===== config.mk =====
export PLATFORM = sky130hd
export DESIGN_NAME = bcd_byte_converter_flat
export DESIGN_NICKNAME = d
export VERILOG_FILES = /design/src/rtl/bcd_byte_converter_pkg.sv /design/src/rtl/bcd_byte_converter_if.sv /design/src/rtl/bcd_byte_converter_digit_adjust.sv /design/src/rtl/bcd_byte_converter.sv /design/src/flat_wrapper.sv
export SDC_FILE = /design/constraint.sdc
export NUM_CORES = 1
export LEC_CHECK = 0
export CAP_MARGIN = 15
export CORE_UTILIZATION = 40
export DETAILED_ROUTE_END_ITERATION = 12
export SLEW_MARGIN = 25
export SYNTH_ARGS = -nofsm -noshare
export SYNTH_HDL_FRONTEND = slang
export SYNTH_SLANG_ARGS = --single-unit

===== constraint.sdc =====
create_clock -name clk -period 2.5 [get_ports clk]
set_input_delay 0.375 -clock clk [delete_from_list [all_inputs] [get_ports clk]]
set_output_delay 0.375 -clock clk [all_outputs]
set_load 0.1 [all_outputs]

===== src/rtl/bcd_byte_converter_pkg.sv =====
// Shared types and constants for the sequential BCD-to-byte converter.
// Widths are fixed: three BCD digits in, one byte out, ten shift iterations.
package bcd_pkg;
    typedef enum logic [1:0] {IDLE, SHIFT, DONE} state_t;

    localparam int          BCD_DIGITS = 3;
    localparam int          BIN_ITER   = 10;
    localparam int          BCD_W      = 4 * BCD_DIGITS;
    localparam int          WORK_W     = BCD_W + BIN_ITER;
    localparam logic [7:0]  BYTE_MAX   = 8'd255;
    localparam logic [3:0]  DIGIT_MAX  = 4'd9;
    localparam logic [3:0]  LAST_ITER  = 4'(BIN_ITER - 1);

    function automatic logic bcd_legal(input logic [BCD_W-1:0] v);
        logic ok;
        ok = 1'b1;
        for (int i = 0; i < BCD_DIGITS; i++)
            if (v[4*i +: 4] > DIGIT_MAX) ok = 1'b0;
        return ok;
    endfunction
endpackage


===== src/rtl/bcd_byte_converter_if.sv =====
// Request/response bundle of the converter: start + BCD word in, status + byte out.
interface bcd_byte_converter_if;
    import bcd_pkg::*;

    logic             start;
    logic [BCD_W-1:0] bcd_in;
    logic             busy;
    logic             done;
    logic [7:0]       byte_out;
    logic             ovf;
    logic             err;

    modport master (output start, bcd_in, input busy, done, byte_out, ovf, err);
    modport slave  (input start, bcd_in, output busy, done, byte_out, ovf, err);
endinterface


===== src/rtl/bcd_byte_converter_digit_adjust.sv =====
// Reverse double-dabble correction for one BCD digit after a right shift.
module bcd_digit_adjust (
    input  logic [3:0] din,
    output logic [3:0] dout
);
    assign dout = (din >= 4'd8) ? din - 4'd3 : din;
endmodule


===== src/rtl/bcd_byte_converter.sv =====
// Sequential BCD-to-binary converter, one shift/subtract-3 step per clock,
// with saturation on values above 255 and rejection of illegal digits.
module bcd_byte_converter
    import bcd_pkg::*;
(
    input  logic                clk,
    input  logic                rst,
    bcd_byte_converter_if.slave bus
);
    state_t            state;
    logic [WORK_W-1:0] work;
    logic [WORK_W-1:0] shifted;
    logic [WORK_W-1:0] work_next;
    logic [3:0]        cnt;
    logic [BIN_ITER-1:0] value;

    assign shifted = {1'b0, work[WORK_W-1:1]};
    assign work_next[BIN_ITER-1:0] = shifted[BIN_ITER-1:0];

    for (genvar d = 0; d < BCD_DIGITS; d++) begin : g_adj
        bcd_digit_adjust u_adj (
            .din  (shifted[BIN_ITER + 4*d +: 4]),
            .dout (work_next[BIN_ITER + 4*d +: 4])
        );
    end

    assign value = work_next[BIN_ITER-1:0];

    always_ff @(posedge clk) begin
        if (rst) begin
            state        <= IDLE;
            work         <= '0;
            cnt          <= '0;
            bus.busy     <= 1'b0;
            bus.done     <= 1'b0;
            bus.byte_out <= '0;
            bus.ovf      <= 1'b0;
            bus.err      <= 1'b0;
        end else begin
            case (state)
                IDLE: begin
                    bus.done <= 1'b0;
                    if (bus.start) begin
                        if (bcd_legal(bus.bcd_in)) begin
                            work     <= {bus.bcd_in, {BIN_ITER{1'b0}}};
                            cnt      <= '0;
                            bus.busy <= 1'b1;
                            state    <= SHIFT;
                        end else begin
                            state <= DONE;
                        end
                    end
                end
                SHIFT: begin
                    work <= work_next;
                    cnt  <= cnt + 4'd1;
                    if (cnt == LAST_ITER) begin
                        bus.busy <= 1'b0;
                        bus.done <= 1'b1;
                        bus.err  <= 1'b0;
                        if (value > {2'b00, BYTE_MAX}) begin
                            bus.byte_out <= BYTE_MAX;
                            bus.ovf      <= 1'b1;
                        end else begin
                            bus.byte_out <= value[7:0];
                            bus.ovf      <= 1'b0;
                        end
                        state <= DONE;
                    end
                end
                DONE: begin
                    // Entered with done low only on the illegal-digit path:
                    // raise the error result one cycle after the accept.
                    if (bus.done) begin
                        bus.done <= 1'b0;
                        state    <= IDLE;
                    end else begin
                        bus.done     <= 1'b1;
                        bus.err      <= 1'b1;
                        bus.ovf      <= 1'b0;
                        bus.byte_out <= '0;
                    end
                end
                default: state <= IDLE;
            endcase
        end
    end
endmodule

===== src/flat_wrapper.sv =====
// flat-port wrapper written by rule: the top's interface ports become plain ports
module bcd_byte_converter_flat import bcd_pkg::*;
  (clk, rst, bus_start, bus_bcd_in, bus_busy, bus_done, bus_byte_out, bus_ovf, bus_err);
  bcd_byte_converter_if bus_i ();
  input  logic clk;
  input  logic rst;
  input wire logic [$bits(bus_i.start)-1:0] bus_start;
  input wire logic [$bits(bus_i.bcd_in)-1:0] bus_bcd_in;
  output wire logic [$bits(bus_i.busy)-1:0] bus_busy;
  output wire logic [$bits(bus_i.done)-1:0] bus_done;
  output wire logic [$bits(bus_i.byte_out)-1:0] bus_byte_out;
  output wire logic [$bits(bus_i.ovf)-1:0] bus_ovf;
  output wire logic [$bits(bus_i.err)-1:0] bus_err;
  assign bus_i.start = bus_start;
  assign bus_i.bcd_in = bus_bcd_in;
  assign bus_busy = bus_i.busy;
  assign bus_done = bus_i.done;
  assign bus_byte_out = bus_i.byte_out;
  assign bus_ovf = bus_i.ovf;
  assign bus_err = bus_i.err;
  bcd_byte_converter u_core (.clk(clk), .rst(rst), .bus(bus_i));
endmodule

==> results.yml <==
critical_path:
  crit_arrival_ns: 2.22
  cp-startpoint: "u_core.state[1]$_SDFFE_PP0P_"
  cp_cell_sequence: "inv_1 > ha_1 > nand2b_1 > o41a_1 > buf_4 > nand2_1 > a21oi_1"
  path_depth: 7
  reg2reg_depth: 7
  r2r-start: "u_core.state[1]$_SDFFE_PP0P_"
  critPathCaptureType: "flip-flop"
  path_max_fanout: 13
  path_class: "reg2reg"
  startpoint_type: "flip-flop"
  cp_slowest_stage_delay_ns: 0.44
  cpMaxStageDelayCell: "o41a_1"
  crit_family: "compound AO/OA/AOI/OAI gates"
  crit_required_ns: 2.72
  path_buf_inv: 2
sta:
  drv_slew: 0
  tightest_slew_ns: 0.4042
  setup_tns_ns: 0
  fmax_mhz: 500.3
  relSlewSlack_pct: 73.05
  finClkSkew_ns: 0.008408
  period_needed_ns: 1.999
  setup_viol: 0
  rsz0062_at_grt: "false"
  fin_crit_sh_pct: 79.95
  hold_viol: 0
power_and_ir_drop:
  peakVddDrop_uv: 413.1
  p_leak_nw: 0.8440
  pwr_density_cell_mw_per_mm2: 1032
logic_synthesis:
  synth_top_area_share_pct: 39.69
  ys.flop_type: "dfxtp_1"
  synth.largest_area_cell: "dfxtp_1"
  synth_area_leaders: "dfxtp_1 (40%), ha_1 (6.4%), a211oi_1 (5.7%)"
  synth-edff-count: 0
  syn_nets: 255
  ys_ff_latch: 39
  yosysUniqueCellTypes: 39
  yosys_warnings: 0
  ys_seq_area_share_pct: 39.69
  syn_avg_cell_area_um2: 8.552
  synth_cells: 230
  async_flop_share_pct: 0
  netlist_area_mm2: 0.001967
floorplanning:
  die_w_um: 72.12
  core_area_mm2: 0.004723
  start_util_pct: 41.64
  die_y_um: 72.12
  ios: 27
  dieArea_mm2: 0.005201
  rows: 25
route:
  drt_iter0_drc: 77
  ant_nets: 0
  routed_via_density: 5.129
  drtPass1Iterations: 4
  drc: 0
  vias: 1667
  routed_wl_um: 4101
  wl_per_cell_um: 12.62
clock_tree:
  clock_path_buffers: 2
  postCtsHoldBufs: 0
  clockRootBuffer: "clkbuf_8"
  cts_tree: "built"
  post-cts-setup-buffer-count: 0
  h-tree-depth: 2
  clock_latency_ns: 0.29
  clk_pin_slew_ns: 0.08
  cts_buffers: 5
  cts_num_sinks: 39
  cts_resized: 0
place:
  placed_cell_area_mm2: 0.002288
  place_hpwl_um: 2835
  dp_cells: 317
  portBuffers: 26
  place_congestion: 0.7360
cells_and_area:
  final.fill_count: 471
  n_antenna_cell: 0
  drive_gt1_share_pct: 12.79
  fin_area_mm2: 0.002421
  final_cells: 325
  final_common_cell: "dfxtp_1"
  nNetsFinal: 282
  syn_to_final_growth_pct: 23.09
  final_cell_mix: "dfxtp_1 (39), nand2_1 (23), a21oi_1 (21), buf_4 (21), nor2_1 (17)"
global_routing:
  grt_pass1_vias: 1502
  grt_use_total_pct: 17.21
  antenna_found_initial: 0
  grt_first_pass_wirelength_um: 6948
  overflow: 0
  grt_max_degree: 24
worst_hold_path:
  hold-path-cell-count: 2
  min_path_type: "reg2reg"
  min-delay-start: "u_core.work[21]$_SDFFE_PP0P_"
job:
  maxCapViolCount: 0
run_status:
  outcome: "completed"
worst paths after layout:
check	to	slack, ns
max	u_core.cnt[0]$_SDFFE_PP0P_	0.50
min	u_core.work[21]$_SDFFE_PP0P_	0.45
max reg2reg	u_core.cnt[0]$_SDFFE_PP0P_	0.50
min reg2reg	u_core.work[21]$_SDFFE_PP0P_	0.45
per-stage QoR:
| stage | setup WS, ns | hold WS (ns) | utilization, % | power [mW] |
|---|---|---|---|---|
| 2_1_floorplan | 0.4633 | 0.4316 | - | 1.655 |
| 3_3_place_gp | 0.2880 | 0.4454 | 48.45 | 1.886 |
| 3_5_place_dp | 0.2764 | 0.4484 | 48.45 | 1.895 |
| 4_1_cts | 0.4765 | 0.4581 | 51.26 | 2.520 |
| 5_1_grt | 0.3034 | 0.4735 | 51.26 | 2.620 |
| 6_report | 0.5013 | 0.4517 | 51.26 | 2.498 |
power breakdown:
| part | total [mW] | internal, mW | switching, mW |
|---|---|---|---|
| clock | 0.623 | 0.399 | 0.224 |
| sequential | 0.779 | 0.718 | 0.0605 |
| combinational | 1.10 | 0.308 | 0.789 |
logic make-up (layout without fill, tap and decap cells):
family | Yosys count | in the layout | synth area share (%)
flops | 39 | 39 | 39.69
fa+ha+maj | 10 | 10 | 6.361
xor+xnor | 4 | 4 | 1.781
buf+inv | 25 | 53 | 4.962
mux | 5 | 5 | 2.545
compound gates | 64 | 64 | 23.09
simple gates | 83 | 83 | 21.57
registers in the layout (all words and copies together) (netlist names):
register             flops
u_core.bus.busy          1
u_core.bus.byte_out      8
u_core.bus.done          1
u_core.bus.err           1
u_core.bus.ovf           1
u_core.cnt               4
u_core.state             2
u_core.work             21
synth_stat cells (2+ instances only):
master    number
ha_1          10
xnor2_1        4
inv_1         10
dfxtp_1       39
nand2_1       23
nor2b_1        5
nand3_1       12
o21ai_0        4
nor3_1         2
clkbuf_1      11
a211o_1        2
a21oi_1       21
a31oi_1        2
a211oi_1      15
nor2_1        17
nand2b_1      13
o211ai_1       7
nand3b_1       4
mux2i_1        5
buf_2          3
o21a_1         3
metal layers:
| metal | wire length (µm) | part of all wire, % | global-route usage, % |
|---|---|---|---|
| met5 | 0 | 0 | 0 |
| met4 | 31 | 0.76 | 5.882 |
| met3 | 135 | 3.3 | 5.139 |
| met2 | 1833 | 45 | 25.75 |
| met1 | 2100 | 51 | 23.59 |
tightest hold or removal path, cell delays in order (launching register included):
cell	delay (ns)
dfxtp_1	0.31
nand2_1	0.05
a21oi_1	0.05
final cells by class:
cell class / count / area, µm² / share of cell area, %
flip-flops and latches: 39 / 780.7 / 32.25
well taps: 67 / 83.83 / 3.463
inverters: 10 / 37.54 / 1.550
clock buffers: 6 / 72.57 / 2.997
multi-input cells: 166 / 1089 / 44.96
repair buffers: 35 / 297.8 / 12.30
clock inverters: 2 / 60.06 / 2.481
Note: power is estimated with default switching activity, not from simulation.
